===== config.mk =====
export PLATFORM = sky130hd
export DESIGN_NAME = amds_packet_rx
export DESIGN_NICKNAME = d
export VERILOG_FILES = /design/src/rtl/amds_packet_rx.sv
export SDC_FILE = /design/constraint.sdc
export NUM_CORES = 1
export LEC_CHECK = 0
export BUFFER_PORTS_ARGS = -buffer_cell sky130_fd_sc_hd__buf_2
export CAP_MARGIN = 20
export CORE_MARGIN = 8
export CORE_UTILIZATION = 50
export DETAILED_ROUTE_END_ITERATION = 6
export HOLD_SLACK_MARGIN = 0.1
export PLACE_DENSITY = 0.71
export SYNTH_ARGS = -nofsm -noshare
export SYNTH_HDL_FRONTEND = slang
export SYNTH_SLANG_ARGS = --single-unit

===== constraint.sdc =====
create_clock -name clk -period 4.5 [get_ports clk]
set_input_delay 0.9 -clock clk [delete_from_list [all_inputs] [get_ports clk]]
set_output_delay 0.9 -clock clk [all_outputs]
set_load 0.005 [all_outputs]

===== src/rtl/amds_packet_rx.sv =====
// amds_packet_rx: packet sequencer downstream of the AMDS UART byte receiver.
// Arms the receiver once per byte, collects a header plus 2*NUM_CH data bytes
// into a shadow buffer, and commits all samples at once on an error-free packet.
//
// Receiver handshake: start_rx is a one-cycle arm pulse. The receiver clears
// its sticky flags (rx_byte_valid, rx_data_corrupt, rx_timeout) on the edge
// that samples start_rx, then raises exactly one of them and holds it until
// the next arm. Flags are only evaluated in WAIT_BYTE, so they are never stale.
module amds_packet_rx #(
    parameter int         NUM_CH = 8,
    parameter logic [7:0] HEADER = 8'h90
) (
    input  logic                    clk,
    input  logic                    rst_n,
    input  logic                    trigger,
    input  logic                    clear_counters,
    output logic                    start_rx,
    input  logic                    rx_byte_valid,
    input  logic                    rx_data_corrupt,
    input  logic                    rx_timeout,
    input  logic [7:0]              rx_data,
    output logic [16*NUM_CH-1:0]    ch_data,
    output logic                    data_valid,
    output logic                    pkt_done,
    output logic                    busy,
    output logic [15:0]             cnt_corrupt,
    output logic [15:0]             cnt_timeout,
    output logic [15:0]             cnt_bad_header
);

    localparam int NBYTES = 2 * NUM_CH;
    localparam int IW     = $clog2(NBYTES + 1);

    typedef enum logic [1:0] {
        IDLE      = 2'd0,
        ISSUE     = 2'd1,
        WAIT_BYTE = 2'd2,
        COMMIT    = 2'd3
    } state_t;

    state_t                 state;
    logic [IW-1:0]          idx;
    logic [16*NUM_CH-1:0]   shadow;
    logic [16*NUM_CH-1:0]   shadow_nxt;
    logic [IW-1:0]          byte_sel;

    logic in_wait;
    logic ev_timeout;
    logic ev_corrupt;
    logic ev_valid;
    logic hdr_bad;
    logic last_byte;

    // Flag decode in priority order: timeout > corrupt > valid.
    assign in_wait    = (state == WAIT_BYTE);
    assign ev_timeout = in_wait & rx_timeout;
    assign ev_corrupt = in_wait & ~rx_timeout & rx_data_corrupt;
    assign ev_valid   = in_wait & ~rx_timeout & ~rx_data_corrupt & rx_byte_valid;
    assign hdr_bad    = ev_valid & (idx == '0) & (rx_data != HEADER);
    assign last_byte  = ev_valid & (idx == IW'(NBYTES));

    // Data byte idx (1-based) goes MSB-first per channel: odd idx -> byte 2k+1,
    // even idx -> byte 2k of the flat shadow vector, i.e. (idx-1) with bit 0 flipped.
    assign byte_sel = (idx - IW'(1)) ^ IW'(1);

    // Shadow buffer with the current receive byte merged in at its slot.
    always_comb begin
        shadow_nxt = shadow;
        for (int b = 0; b < NBYTES; b++) begin
            if (byte_sel == IW'(b)) begin
                shadow_nxt[8*b +: 8] = rx_data;
            end
        end
    end

    // Sequencer FSM with registered start_rx/pkt_done/busy and output commit.
    always_ff @(posedge clk or negedge rst_n) begin
        if (!rst_n) begin
            state      <= IDLE;
            idx        <= '0;
            shadow     <= '0;
            ch_data    <= '0;
            data_valid <= 1'b0;
            start_rx   <= 1'b0;
            pkt_done   <= 1'b0;
            busy       <= 1'b0;
        end else begin
            start_rx <= 1'b0;
            pkt_done <= 1'b0;
            case (state)
                IDLE: begin
                    if (trigger) begin
                        idx      <= '0;
                        state    <= ISSUE;
                        start_rx <= 1'b1;
                        busy     <= 1'b1;
                    end
                end
                ISSUE: begin
                    state <= WAIT_BYTE;
                end
                WAIT_BYTE: begin
                    if (ev_timeout || ev_corrupt || hdr_bad) begin
                        // Abort: outputs untouched, shadow simply gets overwritten later.
                        state <= IDLE;
                        busy  <= 1'b0;
                    end else if (ev_valid) begin
                        if (idx != '0) begin
                            shadow <= shadow_nxt;
                        end
                        idx <= idx + IW'(1);
                        if (last_byte) begin
                            ch_data    <= shadow_nxt;
                            data_valid <= 1'b1;
                            pkt_done   <= 1'b1;
                            state      <= COMMIT;
                        end else begin
                            state    <= ISSUE;
                            start_rx <= 1'b1;
                        end
                    end
                end
                COMMIT: begin
                    state <= IDLE;
                    busy  <= 1'b0;
                end
                default: begin
                    state <= IDLE;
                    busy  <= 1'b0;
                end
            endcase
        end
    end

    // Saturating per-class error counters; a same-cycle clear beats an increment.
    always_ff @(posedge clk or negedge rst_n) begin
        if (!rst_n) begin
            cnt_corrupt    <= '0;
            cnt_timeout    <= '0;
            cnt_bad_header <= '0;
        end else if (clear_counters) begin
            cnt_corrupt    <= '0;
            cnt_timeout    <= '0;
            cnt_bad_header <= '0;
        end else begin
            if (ev_timeout && (cnt_timeout != 16'hFFFF)) begin
                cnt_timeout <= cnt_timeout + 16'd1;
            end
            if (ev_corrupt && (cnt_corrupt != 16'hFFFF)) begin
                cnt_corrupt <= cnt_corrupt + 16'd1;
            end
            if (hdr_bad && (cnt_bad_header != 16'hFFFF)) begin
                cnt_bad_header <= cnt_bad_header + 16'd1;
            end
        end
    end

endmodule


After elaboration in Yosys (flattened, before gate mapping)
Cells that the tools add are included.

Mux-type cells: 43. Equality and inequality tests: 28. Bitwise operators: 12. Add/subtract/negate cells: 5. Reductions and logical operators: 19.

Operators by type and width (number): $mux 8 (16); $mux 16 (6); $add 16x1->16 const B (3); $ne 16x16->1 const B (3); $eq 5x4->1 const B (8); $eq 5x3->1 const B (4); $mux 5 (3); $reduce_and 4->1 (3); $eq 5x2->1 const B (2); $logic_not 5->1 (2); $mux 1 (10); $pmux 5 s2 (1); $and 1x1->1 (8); $mux 2 (4); $ne 8x8->1 const B (1); $pmux 2 s4 (1); $reduce_bool 2->1 (4); $add 5x1->5 const B (1); $eq 5x1->1 const B (1); $eq 5x5->1 const B (1); $reduce_bool 5->1 (1); $sub 5x1->5 const B (1); $eq 2x2->1 const B (2); $ne 2x1->1 const B (2); other kinds (12) (19).

Output and inout port bits: 180. Flip-flop bits (word level): 315. Bits of input ports: 15.

Logic depth before layout (Yosys ltp)
Word-level depth: 9. Gate-level depth with buffers: 12.

Least setup slack after synthesis
OpenSTA, ideal clock, no wires.

Kind: input-to-reg. From: input rx_data[2]. To: register cnt_bad_header[13]. Path buffers: 1. Data required time: 4.372 ns. Stages on the path: 6. Slack: 1.941 ns. Data arrival time: 2.432 ns. Setup time: 0.128 ns. Path through: or4b_1 > o2111a_1 > nand4_1 > buf_2 > nor4_1 > mux2_1.

Word-level cells in the longest chain between the ends: 4.

Ends and longest elaborated chain: start, declared (RTL line 21) `input logic [7:0] rx_data,`; $ne 8x8->1 (RTL line 59) `assign hdr_bad = ev_valid & (idx == '0) & (rx_data != HEADER);`; $and 1x1->1 (RTL line 59); $logic_and 1x1->1 (RTL line 152) `if (hdr_bad && (cnt_bad_header != 16'hFFFF)) begin`; $reduce_bool 2->1 (no line); end signal, assigned (RTL line 153) `cnt_bad_header <= cnt_bad_header + 16'd1;`; end, declared (RTL line 28) `output logic [15:0] cnt_bad_header`.

No other way between the ends. A chain may end at the register's enable or synchronous reset.

Final worst setup path
From: register idx[0]. To: register ch_data[16].

Word-level cells in the longest chain between the ends: 6.

Ends and longest elaborated chain: start, declared (RTL line 42) `logic [IW-1:0] idx;`; start signal, assigned (RTL line 111) `idx <= idx + IW'(1);`; branches (longest 6 deep; another with $sub 5x1->5); end signal, assigned (RTL line 113) `ch_data <= shadow_nxt;`; end, declared (RTL line 22) `output logic [16*NUM_CH-1:0] ch_data,`.

Several ways; the timed one is not identified.

==> results.json <==
{
  "maxCapViolations": 0,
  "r2r_cells": 9,
  "p_comb_frac": 0.069,
  "ctsLongestPathBuffers": 3,
  "wl_per_cell_um": 18.4,
  "htreeDepth": 2,
  "syn_to_final_growth_pct": 17.7,
  "layout-drive-gt1-share": 0.306,
  "ys.flop_type": "dfrtp_1",
  "max_freq_ghz": 0.309,
  "cp_num_buf_inv": 4,
  "maxSlewViolCount": 0,
  "route.detailed.drc": 0,
  "internal_power_uw": 4830,
  "grt_pass1_wl_um": 53000,
  "leakagePower_uw": 0.00866,
  "final_antenna_net_count": 0,
  "top_layer_used": "met4",
  "worst-path-stages": 9,
  "r2r_slack_ps": 1270,
  "ys_warn_count": 0,
  "finalCritPeriodShare": 0.719,
  "die_w_um": 182,
  "yosysSeqAreaShare": 0.571,
  "synth-edff-count": 0,
  "start_util": 0.502,
  "grt.overflow.total": 0,
  "tightest_slew_ps": 938,
  "dp_slack_ps": 1280,
  "routed_wl_um": 32500,
  "critical_path_arrival_ps": 3670,
  "wl_met2_um": 15400,
  "synth-xor-area-share": 0.0223,
  "final_hold_viol_count": 0,
  "num-nets-final": 1417,
  "fin_area_mm2": 0.0162,
  "syn_inst": 1204,
  "status": "finished clean",
  "cp_top_family": "simple AND/OR/NAND/NOR gates",
  "ios": 195,
  "met3_length_um": 1630,
  "powerDensity_mw_per_mm2": 387,
  "dieArea_mm2": 0.0332,
  "hpwl_um": 21500,
  "place.gp.congestion": 0.809,
  "post-route-worst-setup-slack_ps": 1270,
  "track_usage": 0.197,
  "vdd_drop_max_mv": 0.262,
  "cts_setup_buffers": 0,
  "synth_area_mm2": 0.0138,
  "synth_fp_nets": 1228,
  "skew_ps": 19.5,
  "timing.hold.ws_ps": 444,
  "cts-resized-gates": 0,
  "crit_fanout": 69,
  "cts_made_buffers": 34,
  "cp_slowest_cell": "or4_4",
  "grt_pass1_vias": 9722,
  "cts.sinks": 315,
  "drt-met1-wl_um": 14900,
  "clk_pin_slew_ps": 60,
  "critical_path_class": "flip-flop to flip-flop",
  "synth_top_area_share": 0.571,
  "synthSimpleGateAreaFrac": 0.164,
  "place.port_buffers": 194,
  "crit_chain": "inv_1 > ha_1 > inv_1 > or4_4 > or2_4 > inv_2 > buf_4 > nand2_1 > nand2_1",
  "min_path_type": "primary input to async pin",
  "die_height_um": 182,
  "p_clk_frac": 0.470,
  "avgSynthCellArea_um2": 11.5,
  "setup_viol": 0,
  "min_period_ps": 3230,
  "grt_max_degree": 115,
  "cts_hold_buffers": 0,
  "cts_tree": "yes",
  "fin_setup_tns_ps": 0,
  "switchingPower_uw": 1450,
  "ys_ff_latch": 315,
  "max_slew_margin": 0.370,
  "crit_path_end_kind": "flip-flop",
  "ys_top_cells_by_area": "dfrtp_1, mux2_2, nand2_1",
  "num_rows": 61,
  "insertedDiodeCount": 0,
  "firstDrtPassIters": 5,
  "synthAdderAreaFrac": 0.00816,
  "ys_types": 63,
  "max_stage_delay_ps": 570,
  "cts_root_buf": "clkbuf_16",
  "viasPerCell": 5.40,
  "vias": 9517,
  "seqPwrFrac": 0.461,
  "place_area_mm2": 0.0151,
  "drt-initial-drc-count": 516,
  "fin_util": 0.591,
  "switching_share": 0.231,
  "core_mm2": 0.0275,
  "required_ps": 4940,
  "synth_mux_area_frac": 0.153,
  "synth_top_family_by_area": "simple AND/OR/NAND/NOR gates",
  "synth_top_area_cell": "dfrtp_1",
  "rsz0062_at_grt": "false",
  "fillCellCount": 2313,
  "antenna_found_initial": 0,
  "synth_compound_area_frac": 0.0549,
  "clock_latency_ps": 520,
  "start_kind": "flip-flop",
  "synth-async-reset-ratio": 1.00
}
[Yosys cell counts (9+ instances only)]
library cell / count
a21oi_1: 17
buf_2: 9
clkbuf_1: 37
dfrtp_1: 315
ha_1: 9
inv_1: 18
mux2_2: 128
mux2i_1: 66
nand2_1: 280
nand2_4: 16
nand3_1: 17
nand4_1: 17
nor2_1: 47
nor3_1: 10
nor4_1: 11
o21ai_0: 24
o21ai_1: 50
or4_1: 10
xnor2_1: 23
xor2_1: 9
[placed cells by master, fill, tap and decap left out, types with 11 or more instances in the layout]
cell type	n
nor4_1	11
xnor2_1	23
nand4_1	17
o21ai_1	50
buf_4	14
clkbuf_16	34
a21oi_1	17
nor2_1	47
buf_2	193
mux2i_1	66
nand2_1	280
dfrtp_1	315
nand2_4	16
nand3_1	17
inv_1	18
o21ai_0	24
mux2_2	128
[power groups by stage]
stage / sequential (uW) / clock (uW) / combinational [uW]
after floorplan: 2940 / 0 / 285
after global placement: 2940 / 0 / 434
after detailed placement: 2950 / 0 / 440
after CTS: 2890 / 3010 / 442
after global routing: 2900 / 3140 / 480
final: 2890 / 2950 / 435
[worst reg2reg max path, delay by kind of cell (launching register included)]
family | cells | cell delay, ps
adder cells (fa/ha/maj) | 1 | 270
buffers and inverters | 4 | 1160
AND/OR/NAND/NOR | 4 | 1260
flip-flops | 1 | 480
[cell families (layout without fill, tap and decap cells)]
| family | Yosys count | count (layout) |
|---|---|---|
| compound gates | 121 | 121 |
| buf+inv | 76 | 288 |
| xor+xnor | 33 | 33 |
| mux | 195 | 195 |
| fa+ha+maj | 9 | 9 |
| simple gates | 455 | 455 |
| flops | 315 | 315 |
[final cells by class]
| type | instances | area (um^2) | area share |
|---|---|---|---|
| Clock inverter | 12 | 229 | 0.0141 |
| Tap cell | 346 | 433 | 0.0267 |
| Clock buffer | 47 | 960 | 0.0591 |
| Sequential cell | 315 | 7880 | 0.485 |
| Multi-Input combinational cell | 813 | 5560 | 0.342 |
| Timing Repair Buffer | 209 | 1110 | 0.0681 |
| Inverter | 20 | 75.1 | 0.00462 |
[flip-flops by register name (all words and copies together), names as in the netlist]
register        flops
ch_data           128
shadow            128
cnt_bad_header     16
cnt_corrupt        16
cnt_timeout        16
idx                 5
state               2
busy                1
data_valid          1
pkt_done            1
start_rx            1
[through the flow]
| stage | instances | total power (uW) |
|---|---|---|
| after floorplan | 1204 | 3230 |
| after global placement | 1703 | 3380 |
| after detailed placement | 1703 | 3390 |
| after CTS | 1762 | 6350 |
| after global routing | 1762 | 6520 |
| final | 1762 | 6280 |
[routing by layer]
layer | vias to the layer above | GRT usage
met5 | - | 0
met4 | 0 | 0.0446
met3 | 41 | 0.0392
met2 | 228 | 0.325
met1 | 4740 | 0.265
li1 | 4508 | -
[final timing paths]
check | start | endpoint
max | idx[0]$_DFFE_PN0P_ | ch_data[16]$_DFFE_PN0P_
min | rst_n | cnt_timeout[2]$_DFFE_PN0P_
max reg2reg | idx[0]$_DFFE_PN0P_ | ch_data[16]$_DFFE_PN0P_
min reg2reg | ch_data[64]$_DFFE_PN0P_ | ch_data[64]$_DFFE_PN0P_
max in group asynchronous | rst_n | ch_data[18]$_DFFE_PN0P_
min in group clk | ch_data[64]$_DFFE_PN0P_ | ch_data[64]$_DFFE_PN0P_
(Power assumes the default switching activity.)
